===== src/rtl/pixel_collector_if.sv =====
// Engine-batch in / pixel-stream out bundle for the pixel collector.
// Pure wiring, no latency.
// res_valid/res_ready and out_valid/out_ready are independent valid/ready pairs.
interface pixel_collector_if #(
    parameter int PIXEL_DATA_WIDTH = 10,
    parameter int RESULT_WIDTH     = 8,
    parameter int NUM_ENGINES      = 8
);
    logic                                res_valid;
    logic [NUM_ENGINES*RESULT_WIDTH-1:0] res_data;
    logic                                res_ready;
    logic                                fin_flag;
    logic [RESULT_WIDTH-1:0]             out_data;
    logic [PIXEL_DATA_WIDTH-1:0]         out_x;
    logic [PIXEL_DATA_WIDTH-1:0]         out_y;
    logic                                out_sof;
    logic                                out_eol;
    logic                                out_valid;
    logic                                out_ready;

    // Collector side: receives engine batches, sources the pixel stream.
    modport slave (
        input  res_valid, res_data, out_ready,
        output res_ready, fin_flag, out_data, out_x, out_y, out_sof, out_eol, out_valid
    );

    // Environment side: engines drive batches, frame writer drives out_ready.
    modport master (
        output res_valid, res_data, out_ready,
        input  res_ready, fin_flag, out_data, out_x, out_y, out_sof, out_eol, out_valid
    );
endinterface


===== src/rtl/pixel_collector.sv =====
// Buffers one NUM_ENGINES-wide result batch and serialises it one pixel per cycle with raster x/y.
// Latency: first pixel one cycle after batch accept; back-to-back batches stream with no bubble.
// Backpressure: out_ready low freezes all out_* fields and holds res_ready low.
module pixel_collector #(
    parameter int PIXEL_DATA_WIDTH = 10,
    parameter int RESULT_WIDTH     = 8,
    parameter int SCREEN_WIDTH     = 640,
    parameter int SCREEN_HEIGHT    = 480,
    parameter int NUM_ENGINES      = 8
) (
    input  logic             clk,
    input  logic             reset,
    pixel_collector_if.slave bus
);
    localparam int IDX_W = (NUM_ENGINES > 1) ? $clog2(NUM_ENGINES) : 1;
    localparam logic [IDX_W-1:0]            LAST_IDX = IDX_W'(NUM_ENGINES - 1);
    localparam logic [PIXEL_DATA_WIDTH-1:0] X_LAST   = PIXEL_DATA_WIDTH'(SCREEN_WIDTH - 1);
    localparam logic [PIXEL_DATA_WIDTH-1:0] Y_LAST   = PIXEL_DATA_WIDTH'(SCREEN_HEIGHT - 1);

    localparam logic [0:0] ST_EMPTY = 1'b0;
    localparam logic [0:0] ST_DRAIN = 1'b1;

    logic [0:0]                                 state_q, state_d;
    logic [IDX_W-1:0]                           idx_q, idx_d;
    logic [PIXEL_DATA_WIDTH-1:0]                x_q, x_d;
    logic [PIXEL_DATA_WIDTH-1:0]                y_q, y_d;
    logic [NUM_ENGINES-1:0][RESULT_WIDTH-1:0]   buf_q, buf_d;

    logic out_valid;
    logic xfer;
    logic last_pix;
    logic res_ready;
    logic accept;

    // Handshake decode: a new batch fits only when empty or when the last pixel leaves this cycle.
    always_comb begin
        out_valid = (state_q == ST_DRAIN);
        xfer      = out_valid && bus.out_ready;
        last_pix  = (idx_q == LAST_IDX);
        res_ready = !reset && ((state_q == ST_EMPTY) || (xfer && last_pix));
        accept    = bus.res_valid && res_ready;
    end

    // Next state: pixel transfer advances idx and raster; accept reloads the buffer and wins over EMPTY.
    always_comb begin
        state_d = state_q;
        idx_d   = idx_q;
        x_d     = x_q;
        y_d     = y_q;
        buf_d   = buf_q;
        if (xfer) begin
            if (last_pix) begin
                state_d = ST_EMPTY;
            end else begin
                idx_d = idx_q + IDX_W'(1);
            end
            if (x_q == X_LAST) begin
                x_d = '0;
                y_d = (y_q == Y_LAST) ? '0 : y_q + PIXEL_DATA_WIDTH'(1);
            end else begin
                x_d = x_q + PIXEL_DATA_WIDTH'(1);
            end
        end
        if (accept) begin
            buf_d   = bus.res_data;
            idx_d   = '0;
            state_d = ST_DRAIN;
        end
    end

    // State registers; reset drops any buffered batch and rewinds the raster to the frame origin.
    always_ff @(posedge clk) begin
        if (reset) begin
            state_q <= ST_EMPTY;
            idx_q   <= '0;
            x_q     <= '0;
            y_q     <= '0;
            buf_q   <= '0;
        end else begin
            state_q <= state_d;
            idx_q   <= idx_d;
            x_q     <= x_d;
            y_q     <= y_d;
            buf_q   <= buf_d;
        end
    end

    assign bus.res_ready = res_ready;
    assign bus.fin_flag  = accept;
    assign bus.out_valid = out_valid;
    assign bus.out_data  = buf_q[idx_q];
    assign bus.out_x     = x_q;
    assign bus.out_y     = y_q;
    assign bus.out_sof   = (x_q == '0) && (y_q == '0);
    assign bus.out_eol   = (x_q == X_LAST);
endmodule

===== src/flat_wrapper.sv =====
// flat-port wrapper written by rule: the top's interface ports become plain ports
module pixel_collector_flat 
#(
    parameter int PIXEL_DATA_WIDTH = 10,
    parameter int RESULT_WIDTH     = 8,
    parameter int SCREEN_WIDTH     = 640,
    parameter int SCREEN_HEIGHT    = 480,
    parameter int NUM_ENGINES      = 8
)
  (clk, reset, bus_res_valid, bus_res_data, bus_out_ready, bus_res_ready, bus_fin_flag, bus_out_data, bus_out_x, bus_out_y, bus_out_sof, bus_out_eol, bus_out_valid);
  pixel_collector_if #(.PIXEL_DATA_WIDTH(PIXEL_DATA_WIDTH), .RESULT_WIDTH(RESULT_WIDTH), .NUM_ENGINES(NUM_ENGINES)) bus_i ();
  input  logic clk;
  input  logic reset;
  input wire logic [$bits(bus_i.res_valid)-1:0] bus_res_valid;
  input wire logic [$bits(bus_i.res_data)-1:0] bus_res_data;
  input wire logic [$bits(bus_i.out_ready)-1:0] bus_out_ready;
  output wire logic [$bits(bus_i.res_ready)-1:0] bus_res_ready;
  output wire logic [$bits(bus_i.fin_flag)-1:0] bus_fin_flag;
  output wire logic [$bits(bus_i.out_data)-1:0] bus_out_data;
  output wire logic [$bits(bus_i.out_x)-1:0] bus_out_x;
  output wire logic [$bits(bus_i.out_y)-1:0] bus_out_y;
  output wire logic [$bits(bus_i.out_sof)-1:0] bus_out_sof;
  output wire logic [$bits(bus_i.out_eol)-1:0] bus_out_eol;
  output wire logic [$bits(bus_i.out_valid)-1:0] bus_out_valid;
  assign bus_i.res_valid = bus_res_valid;
  assign bus_i.res_data = bus_res_data;
  assign bus_i.out_ready = bus_out_ready;
  assign bus_res_ready = bus_i.res_ready;
  assign bus_fin_flag = bus_i.fin_flag;
  assign bus_out_data = bus_i.out_data;
  assign bus_out_x = bus_i.out_x;
  assign bus_out_y = bus_i.out_y;
  assign bus_out_sof = bus_i.out_sof;
  assign bus_out_eol = bus_i.out_eol;
  assign bus_out_valid = bus_i.out_valid;
  pixel_collector #(.PIXEL_DATA_WIDTH(PIXEL_DATA_WIDTH), .RESULT_WIDTH(RESULT_WIDTH), .SCREEN_WIDTH(SCREEN_WIDTH), .SCREEN_HEIGHT(SCREEN_HEIGHT), .NUM_ENGINES(NUM_ENGINES)) u_core (.clk(clk), .reset(reset), .bus(bus_i));
endmodule

===== config.mk =====
export PLATFORM = sky130hd
export DESIGN_NAME = pixel_collector_flat
export DESIGN_NICKNAME = d
export VERILOG_FILES = /design/src/rtl/pixel_collector_if.sv /design/src/rtl/pixel_collector.sv /design/src/flat_wrapper.sv
export SDC_FILE = /design/constraint.sdc
export NUM_CORES = 1
export LEC_CHECK = 0
export ABC_CLOCK_PERIOD_IN_PS = 6400
export BUFFER_PORTS_ARGS = -buffer_cell sky130_fd_sc_hd__buf_2
export CAP_MARGIN = 40
export CORE_ASPECT_RATIO = 0.9
export CORE_MARGIN = 2
export CORE_UTILIZATION = 57
export DETAILED_ROUTE_END_ITERATION = 16
export GPL_ROUTABILITY_DRIVEN = 0
export GPL_TIMING_DRIVEN = 0
export HOLD_SLACK_MARGIN = 0.1
export PLACE_DENSITY = 0.93
export SYNTH_ARGS = -nofsm -noshare
export SYNTH_HDL_FRONTEND = slang
export SYNTH_SLANG_ARGS = --single-unit

===== constraint.sdc =====
create_clock -name clk -period 6.4 [get_ports clk]
set_clock_uncertainty 0.05 [all_clocks]
set_input_delay 1.28 -clock clk [delete_from_list [all_inputs] [get_ports clk]]
set_output_delay 1.28 -clock clk [all_outputs]
set_load 0.005 [all_outputs]

**Word-level counts from Yosys, hierarchy flattened**

Index checks and enable logic that the tools add are counted.

- Flip-flop bits (word level): 88

- Reduce and logical (&&, ||, !) cells: 15
- Magnitude comparators: 1
- Mux-type cells: 7
- Equality and inequality tests: 3
- Bitwise gates (word level): 2
- $add $sub $neg: 3

Operator list:

| cell | number |
|---|---|
| $bmux 8 s3 | 1 |
| $add 10x1->10 const B | 2 |
| $logic_not 10->1 | 2 |
| $mux 10 | 2 |
| $eq 10x10->1 const B | 1 |
| $eq 10x9->1 const B | 1 |
| $mux 8 | 1 |
| $reduce_and 2->1 | 3 |
| $logic_and 1x1->1 | 5 |
| $lt 3x4->1 const B | 1 |
| $reduce_bool 2->1 | 2 |
| $add 3x1->3 const B | 1 |
| $eq 3x3->1 const B | 1 |
| $mux 1 | 3 |
| $not 1->1 | 2 |
| $reduce_or 2->1 | 1 |
| $logic_not 1->1 | 1 |
| $logic_or 1x1->1 | 1 |

**Depth between registers and ports, before layout**

Gate-level depths: netlist of the first run.

- Depth in word-level cells: 7
- Gate-level depth with buffers: 8
- Mapped depth without buffers: 6

**Worst setup path before layout of the first run**

Ideal clock, no wire load.

- Path kind: input to output
- Start point: input port bus_out_ready
- End point: output port bus_fin_flag
- Slack: 2.991 ns
- Required time: 5.070 ns
- Path buffers: 2
- Arrival: 2.079 ns
- Stages on the path: 4
- Path through: a21boi_0 -> nor3b_2 -> buf_2 -> buf_2

- Cells in the longest elaborated chain, start to end: 5

Ends and longest elaborated chain:

| item | RTL line | text |
|---|---|---|
| start, declared | flat_wrapper.sv:16 | `input wire logic [$bits(bus_i.out_ready)-1:0] bus_out_ready;` |
| $logic_and 1x1->1 | pixel_collector.sv:38 | `xfer = out_valid && bus.out_ready;` |
| $logic_and 1x1->1 | pixel_collector.sv:40 | `res_ready = !reset && ((state_q == ST_EMPTY) \|\| (xfer && last_pix));` |
| $logic_or 1x1->1 | pixel_collector.sv:40 |  |
| $logic_and 1x1->1 | pixel_collector.sv:40 |  |
| $logic_and 1x1->1 | pixel_collector.sv:41 | `accept = bus.res_valid && res_ready;` |
| end, declared | flat_wrapper.sv:18 | `output wire logic [$bits(bus_i.fin_flag)-1:0] bus_fin_flag;` |

No other way between the ends.

**Worst setup path in the final report of the first run**

Ends and elaborated chain as after synthesis.

==> impl_metrics.yaml, run 1 <==
power_and_ir_drop:
  sequentialPowerShare_pct: 53.4
  powerDensity_mw_per_mm2: 234
  vdd.ir_drop.worst_v: 0.000158
  power.static_leakage_nw: 1.97
  switching_share_pct: 25.3
  share_comb_of_total_power_pct: 10.6
  p_sw_w: 0.000282
  pwr-share-clk_pct: 36.0
  p_total_w: 0.00112
  cellInternalPower_w: 0.000833
setup_path:
  critical-path-max-stage-delay_ns: 0.44
  critical-path-slowest-cell: "sky130_fd_sc_hd__nor3b_2"
  critical_path.cell_chain: "buf_2 > a21boi_0 > nor3b_2 > buf_2 > buf_2 > buf_2"
  critPathCaptureType: "output pin"
  top_cell_by_count_worst_path: "sky130_fd_sc_hd__buf_2"
  cp_max_fo: 10
  kind_of_critical_path: "input port to output pin"
  timing.critical_path.required_ns: 5.07
  worst-endpoint-arrival_ns: 2.79
  setup.worst_path.start_class: "input port"
cells_and_area:
  antenna_fix_cells: 0
  num-nets-final: 638
  post_route_cells_drive_above_1_share_pct: 28.6
  layout.filler_cells: 483
  area.growth.synth_to_final_pct: 20.8
floorplan:
  floorplan.core_area_mm2: 0.00662
  die_h_um: 82.9
  top_level_ports: 101
  row_count: 28
  die_area_mm2: 0.00759
  die_width_um: 91.6
  start_util_pct: 59.5
sta:
  setup_violations: 0
  hold_viol: 0
  hold_ws_ns: 0.411
  post-route-worst-setup-slack_ns: 2.28
  timing.fmax_ghz: 0.243
  rsz0062_at_grt: "no"
  final_max_slew_viol_count: 0
  slew_at_the_pin_closest_to_its_max_slew_limit_ns: 0.560
  layout_min_cycle_time_ns: 4.12
  totalNegativeSetupSlack_ns: 0
  period_share_pct: 64.3
  relSlewSlack_pct: 62.7
route:
  post_drt_via_cell_ratio: 5.85
  drt_wl_total_um: 10900
  detailroute.via_count: 3853
  antenna_violating_nets_post_route: 0
  first_iter_violations: 272
  drt_pre_antenna_iters: 5
  drc_errors: 0
  post_drt_wl_per_cell_um: 16.6
global_route:
  grt_pass1_wl_um: 17900
  number_of_antenna_violations_at_the_first_check_in_global_routing: 0
  grtUsageTotal_pct: 29.7
  first_global_vias: 3820
  grt_ovf: 0
  maximum_number_of_pins_on_one_net_before_global_route_repair: 15
clock_network:
  holdBufCountCts: 0
  cts.path.max_buffers: 2
  cts_sinks: 88
  clkTransAtPathRegs_ns: 0.08
  cts_tree: "yes"
  post-cts-setup-buffers: 0
  clk_latency_ns: 0.37
  clock_buffer_count_from_cts: 9
  clock_h_tree_levels: 3
  clock_tree.root_cell: "sky130_fd_sc_hd__clkbuf_8"
  post_cts_resize_count: 0
synthesis:
  yosysTopAreaCell: "sky130_fd_sc_hd__dfxtp_1"
  postSynthNetCount: 527
  ys_seq_elements: 88
  synthMostInstantiatedCell: "sky130_fd_sc_hd__nand2_1"
  synth.distinct_cells: 43
  synth_largest_type_area_fraction_pct: 44.7
  ys_dominant_reg_cell: "sky130_fd_sc_hd__dfxtp_1"
  avgSynthCellArea_um2: 8.69
  async_reset_ff_share_pct: 0
  yosys_warnings: 0
  proportion_of_synthesized_chip_area_in_sequential_cells_pct: 44.7
  postSynthCellCount: 453
  synthTopCellsByCount: "sky130_fd_sc_hd__nand2_1, sky130_fd_sc_hd__dfxtp_1, sky130_fd_sc_hd__o21ai_0"
  synth_area_leaders: "sky130_fd_sc_hd__dfxtp_1, sky130_fd_sc_hd__nand2_1, sky130_fd_sc_hd__mux4_2"
  syn_area_mm2: 0.00394
  synth_edf_count: 0
worst_hold_path:
  hold_class: "flip-flop to flip-flop"
place:
  post-place-ws_ns: 2.36
  dp.final_hpwl_um: 7830
  port_buffers: 100
run:
  maxCapViolations: 0
status:
  outcome: "finished clean"
==> worst paths after layout <==
kind / start / end / slack [ns] / cells after the start
worst max-delay path: bus_out_ready / bus_fin_flag / 2.28 / 6
worst min-delay path: u_core.buf_q[25] / u_core.buf_q[25] / 0.41 / 2
worst max register to register: u_core.idx_q[0] / u_core.buf_q[2] / 4.21 / 8
worst min register to register: u_core.buf_q[25] / u_core.buf_q[25] / 0.41 / 2
==> per-stage QoR <==
step / util (%) / instances / instance area, µm²
CTS: 71.9 / 659 / 4760
global placement: 68.7 / 643 / 4550
finish: 71.9 / 659 / 4760
global route: 71.9 / 659 / 4760
floorplan: - / 453 / 3940
detailed placement: 68.7 / 643 / 4550
==> power by group through the flow <==
stage,sequential [W],clock [W],combinational [W]
final,0.000596,0.000401,0.000118
after global routing,0.000598,0.000420,0.000131
after CTS,0.000595,0.000400,0.000117
after detailed placement,0.000607,0,0.000116
after global placement,0.000605,0,0.000111
after floorplan,0.000601,0,0.0000676
==> cell families after synthesis <==
| group | count (synthesis) | synth area share [%] |
|---|---|---|
| simple gates | 203 | 23.3 |
| xor+xnor | 11 | 2.45 |
| fa+ha+maj | 6 | 1.91 |
| compound gates | 81 | 11.1 |
| mux | 26 | 11.9 |
| buf+inv | 38 | 4.67 |
| flops | 88 | 44.7 |
==> registers in the layout, summed over array words and instances, names as in the netlist <==
name                  flops
u_core.buf_q             64
u_core.bus.out_valid      1
u_core.bus.out_x         10
u_core.bus.out_y         10
u_core.idx_q              3
==> cell usage in the layout (no fill, tap or decap), types with 8 or more instances in the layout <==
master                       n
sky130_fd_sc_hd__clkbuf_1   14
sky130_fd_sc_hd__clkbuf_8   11
sky130_fd_sc_hd__nand2_1   139
sky130_fd_sc_hd__xor2_1     10
sky130_fd_sc_hd__nor2_1     13
sky130_fd_sc_hd__o21ai_0    66
sky130_fd_sc_hd__nand3_1    11
sky130_fd_sc_hd__mux2_2      8
sky130_fd_sc_hd__nor3_1      9
sky130_fd_sc_hd__dfxtp_1    88
sky130_fd_sc_hd__mux4_2     16
sky130_fd_sc_hd__buf_2     112
==> layout make-up <==
type | instances | area, µm² | area share (%)
inverters | 6 | 22.5 | 0.473
well taps | 90 | 113 | 2.37
plain buffers | 32 | 161 | 3.39
clock buffers | 11 | 151 | 3.18
clock inverters | 5 | 55.1 | 1.16
flip-flops and latches | 88 | 1760 | 37.0
multi-input cells | 327 | 1990 | 41.9
repair buffers | 100 | 500 | 10.5
==> routing by layer <==
layer  track usage [%]  up-vias  wire length [µm]
li1                  -     1789                 -
met1              36.2     1781              4050
met2              49.9      239              5370
met3              6.99       44              1100
met4              12.8        0               406
met5                 0        -                 0
==> worst max-delay path: cells and delay by family <==
family | cells | cell delay, ns
buf+inv | 4 | 0.89
compound gates | 1 | 0.17
simple gates | 1 | 0.44
No activity file was read; power rests on OpenSTA's default activity.
==> run 2: changes to the inputs <==
Settings changed: ABC_CLOCK_PERIOD_IN_PS 6400 to 3600, CORE_UTILIZATION 57 to 48, PLACE_DENSITY 0.93 to 0.84.
Clock period 6.4 ns to 3.6 ns, I/O delays scaled along.
==> impl_metrics.yaml, run 2 (synthesis gave the netlist of run 1 again) <==
floorplan:
  top_level_ports: 101
  floorplan.core_area_mm2: 0.00799
  start_util_pct: 49.3
  die_h_um: 89.9
  die_width_um: 99.5
  row_count: 31
  die_area_mm2: 0.00895
global_route:
  grt_ovf: 0
  maximum_number_of_pins_on_one_net_before_global_route_repair: 15
  grtUsageTotal_pct: 23.4
  grt_pass1_wl_um: 16600
  number_of_antenna_violations_at_the_first_check_in_global_routing: 0
  first_global_vias: 3572
place:
  post-place-ws_ns: 0.729
  port_buffers: 100
  dp.final_hpwl_um: 7500
worst_hold_path:
  hold-path-endpoint: "u_core.buf_q[62]"
  worst_hold_startpoint: "u_core.buf_q[62]"
  hold_class: "flip-flop to flip-flop"
  hold_depth: 2
power_and_ir_drop:
  switching_share_pct: 25.6
  powerDensity_mw_per_mm2: 399
  cellInternalPower_w: 0.00141
  vdd.ir_drop.worst_v: 0.000249
  pwr-share-clk_pct: 33.3
  power.static_leakage_nw: 1.96
  p_sw_w: 0.000484
  sequentialPowerShare_pct: 55.8
  share_comb_of_total_power_pct: 10.9
  p_total_w: 0.00189
sta:
  totalNegativeSetupSlack_ns: 0
  final_max_slew_viol_count: 0
  hold_viol: 0
  setup_violations: 0
  layout_min_cycle_time_ns: 3.10
  slew_at_the_pin_closest_to_its_max_slew_limit_ns: 0.559
  rsz0062_at_grt: "no"
  relSlewSlack_pct: 62.7
  post-route-worst-setup-slack_ns: 0.502
  period_share_pct: 86.1
  timing.fmax_ghz: 0.323
run:
  maxCapViolations: 0
clock_network:
  clock_h_tree_levels: 3
  holdBufCountCts: 0
  cts.path.max_buffers: 2
  cts_sinks: 88
  clkTransAtPathRegs_ns: 0.09
  post_cts_resize_count: 0
  post-cts-setup-buffers: 0
  clk_latency_ns: 0.35
  cts_tree: "yes"
  clock_buffer_count_from_cts: 9
  clock_tree.root_cell: "sky130_fd_sc_hd__clkbuf_8"
setup_path:
  setup.worst_path.start_class: "flip-flop"
  r2r-start: "u_core.idx_q[0]"
  rr_worst_depth: 8
  reg_to_reg_end: "u_core.buf_q[4]"
  critical_path.cell_chain: "buf_2 > buf_2 > mux4_2 > mux2_2 > buf_2"
  worst-r2r-setup-slack_ns: 1.46
  timing.critical_path.required_ns: 2.83
  critical-path-max-stage-delay_ns: 0.56
  critical-path-slowest-cell: "sky130_fd_sc_hd__mux4_2"
  kind_of_critical_path: "flip-flop to output pin"
  top_cell_by_count_worst_path: "sky130_fd_sc_hd__buf_2"
  critPathCaptureType: "output pin"
  cp_max_fo: 10
  worst-endpoint-arrival_ns: 2.33
status:
  outcome: "finished clean"
cells_and_area:
  area.growth.synth_to_final_pct: 20.4
  post_route_cells_drive_above_1_share_pct: 28.5
  antenna_fix_cells: 0
  core_occupancy_in_the_finished_layout_pct: 59.4
  layout_commonest_cell: "sky130_fd_sc_hd__nand2_1"
  number_of_flip_flops_under_the_largest_register_name: 64
  mostFrequentLayoutCells: "sky130_fd_sc_hd__nand2_1, sky130_fd_sc_hd__buf_2, sky130_fd_sc_hd__dfxtp_1"
  num-nets-final: 638
  max_flop_register: "u_core.buf_q"
route:
  drt_pre_antenna_iters: 5
  drc_errors: 0
  detailroute.via_count: 3646
  post_drt_wl_per_cell_um: 15.2
  post_drt_via_cell_ratio: 5.47
  antenna_violating_nets_post_route: 0
  first_iter_violations: 172
  drt_wl_total_um: 10200
run 2: cell type report:
cell class	instances	area (µm²)
fillers	709	3250
repair buffers	100	500
well taps	99	124
plain buffers	32	161
clock buffers	11	151
flip-flops and latches	88	1760
inverters	6	22.5
multi-input cells	327	1990
clock inverters	4	28.8
run 2: critical path: cells and delay by family, from the launching register on:
family | cells | cell delay, ns
buffers and inverters | 3 | 0.80
DFF | 1 | 0.33
muxes | 2 | 0.85
run 2: power by group through the flow:
| stage | Sequential [W] | Combinational [W] | Clock [W] |
|---|---|---|---|
| after floorplan | 0.00107 | 0.000120 | 0 |
| after global placement | 0.00107 | 0.000200 | 0 |
| after detailed placement | 0.00108 | 0.000206 | 0 |
| after CTS | 0.00106 | 0.000207 | 0.000647 |
| after global routing | 0.00106 | 0.000230 | 0.000689 |
| final | 0.00106 | 0.000206 | 0.000632 |
run 2: through the flow:
stage / hold WS, ns / instance area, µm² / std cells
floorplan: 0.383 / 3940 / 453
global placement: 0.392 / 4560 / 652
detailed placement: 0.402 / 4560 / 652
CTS: 0.412 / 4740 / 667
global route: 0.429 / 4740 / 667
finish: 0.409 / 4740 / 667
run 2: layer usage:
layer  vias to the layer above  track usage (%)  part of all wire, %
met3                        14             6.30                  8.2
met4                         0             6.62                  1.5
met5                         -                0                    0
met2                       155             38.2                   48
li1                       1788                -                    -
met1                      1689             30.6                   43
run 2: worst max-delay path by stage:
stage,from,end,slack (ns),depth (start not counted)
2_1_floorplan,u_core.idx_q[0],bus_out_data[0],1.20,4
3_3_place_gp,bus_out_ready,bus_fin_flag,0.71,6
3_5_place_dp,bus_out_ready,bus_fin_flag,0.73,6
4_1_cts,u_core.idx_q[0],bus_out_data[3],0.46,5
5_1_grt,u_core.idx_q[1],bus_fin_flag,0.34,7
6_report,u_core.idx_q[0],bus_out_data[3],0.50,5
==> run 3: changes to the inputs <==
Settings changed: CORE_ASPECT_RATIO 0.9 to not set, CORE_UTILIZATION 48 to 25, CTS_CLUSTER_SIZE set to 16, PLACE_DENSITY 0.84 to 0.53.
==> impl_metrics.yaml, run 3 (synthesis gave the netlist of run 1 again) <==
route:
  detailroute.via_count: 3565
  post_drt_via_cell_ratio: 4.57
  post_drt_wl_per_cell_um: 15.0
  first_iter_violations: 206
  drc_errors: 0
  antenna_violating_nets_post_route: 0
  drt_pre_antenna_iters: 4
  drt_wl_total_um: 11700
floorplan:
  die_h_um: 130
  top_level_ports: 101
  start_util_pct: 25.7
  die_width_um: 130
  floorplan.core_area_mm2: 0.0153
  die_area_mm2: 0.0168
  row_count: 45
cells_and_area:
  num-nets-final: 638
  mostFrequentLayoutCells: "sky130_fd_sc_hd__nand2_1, sky130_fd_sc_hd__buf_2, sky130_fd_sc_hd__dfxtp_1"
  layout_commonest_cell: "sky130_fd_sc_hd__nand2_1"
  number_of_flip_flops_under_the_largest_register_name: 64
  core_occupancy_in_the_finished_layout_pct: 32.9
  sequential_cell_area_mm2: 0.00176
  antenna_fix_cells: 0
  max_flop_register: "u_core.buf_q"
  post_route_cells_drive_above_1_share_pct: 28.6
  multi_input_gate_area_mm2: 0.00199
  area.growth.synth_to_final_pct: 27.8
  finish.instance_area_mm2: 0.00503
  layout.filler_cells: 1669
clock_network:
  clock_buffer_count_from_cts: 9
  clock_tree.root_cell: "sky130_fd_sc_hd__clkbuf_16"
  cts_tree: "yes"
  holdBufCountCts: 0
  post-cts-setup-buffers: 0
  clkTransAtPathRegs_ns: 0.07
  post_cts_resize_count: 0
  clk_latency_ns: 0.34
  cts.path.max_buffers: 2
  clock_h_tree_levels: 3
  cts_sinks: 88
place:
  dp.final_hpwl_um: 8820
  port_buffers: 100
  cell_area_after_placement_mm2: 0.00470
  post-place-ws_ns: 0.601
global_route:
  grtUsageTotal_pct: 14.5
  maximum_number_of_pins_on_one_net_before_global_route_repair: 17
  grt_ovf: 0
  first_global_vias: 3673
  grt_pass1_wl_um: 18700
  number_of_antenna_violations_at_the_first_check_in_global_routing: 0
setup_path:
  top_cell_by_count_worst_path: "sky130_fd_sc_hd__buf_2"
  timing.critical_path.required_ns: 2.83
  cp_max_fo: 10
  setup.worst_path.start_class: "flip-flop"
  family_with_the_most_delay_on_the_worst_path: "buffers and inverters"
  worst-endpoint-arrival_ns: 2.38
  critical-path-max-stage-delay_ns: 0.48
  critical-path-slowest-cell: "sky130_fd_sc_hd__nor3b_2"
  critPathCaptureType: "output pin"
  worst-path-buf-inv: 3
  critical_path.cell_chain: "ha_1 > ha_1 > a21boi_0 > nor3b_2 > buf_2 > buf_2 > buf_2"
  kind_of_critical_path: "flip-flop to output pin"
sta:
  totalNegativeSetupSlack_ns: 0
  timing.fmax_ghz: 0.318
  relSlewSlack_pct: 57.6
  period_share_pct: 87.4
  hold_ws_ns: 0.409
  hold_viol: 0
  final_max_slew_viol_count: 0
  layout_min_cycle_time_ns: 3.15
  slew_at_the_pin_closest_to_its_max_slew_limit_ns: 0.637
  rsz0062_at_grt: "no"
  post-route-worst-setup-slack_ns: 0.452
  setup_violations: 0
power_and_ir_drop:
  power.static_leakage_nw: 2.02
  powerDensity_mw_per_mm2: 456
  vdd.ir_drop.worst_v: 0.000209
worst_hold_path:
  hold_class: "flip-flop to flip-flop"
run:
  maxCapViolations: 0
status:
  outcome: "finished clean"
run 3: changes by cell type in the layout (fill, tap and decap cells not counted):
cell and change:
sky130_fd_sc_hd__clkbuf_16 +9, sky130_fd_sc_hd__bufinv_16 +2, sky130_fd_sc_hd__inv_8 +1, sky130_fd_sc_hd__clkinv_2 -1
sky130_fd_sc_hd__clkinv_4 +1, sky130_fd_sc_hd__clkbuf_8 -11
run 3: path summary, 6_finish.rpt:
path                          from               end  slack, ns  depth (start not counted)
setup / recovery   u_core.idx_q[0]      bus_fin_flag       0.45                          7
hold / removal    u_core.buf_q[27]  u_core.buf_q[27]       0.41                          2
setup reg to reg   u_core.idx_q[0]  u_core.buf_q[12]       1.40                          8
hold reg to reg   u_core.buf_q[27]  u_core.buf_q[27]       0.41                          2
run 3: metal layers:
metal,GRT usage (%),wire [µm],vias up,share of wire [%]
met5,0,0,-,0
met3,3.10,506,13,4.3
li1,-,-,1788,-
met2,24.1,5520,85,47
met4,4.62,189,0,1.6
met1,18.9,5460,1679,47
run 3: cell type report:
type	instances	area share, %
Multi-Input combinational cell	327	39.6
Clock buffer	9	4.48
Sequential cell	88	35.0
Clock inverter	7	2.06
Timing Repair Buffer	100	9.95
Buffer	32	3.21
Inverter	6	0.448
Tap cell	211	5.25
run 3: per-stage QoR:
stage,instances,power (W)
floorplan,453,0.00119
global placement,764,0.00129
detailed placement,764,0.00129
CTS,780,0.00233
global route,780,0.00239
finish,780,0.00230
run 3: where the power goes:
group	total [W]	internal [W]	switching, W	leakage, nW
combinational	0.000211	0.0000985	0.000113	1.15
clock	0.00103	0.000616	0.000411	0.154
sequential	0.00106	0.00103	0.0000303	0.721
run 3: worst reg2reg max path: stages (launching register included):
cell                       delay, ns
sky130_fd_sc_hd__dfxtp_1        0.33
sky130_fd_sc_hd__ha_1           0.15
sky130_fd_sc_hd__ha_1           0.18
sky130_fd_sc_hd__a21boi_0       0.15
sky130_fd_sc_hd__nor3b_2        0.48
sky130_fd_sc_hd__buf_2          0.30
sky130_fd_sc_hd__buf_2          0.28
sky130_fd_sc_hd__nand2_1        0.12
sky130_fd_sc_hd__o21ai_0        0.08
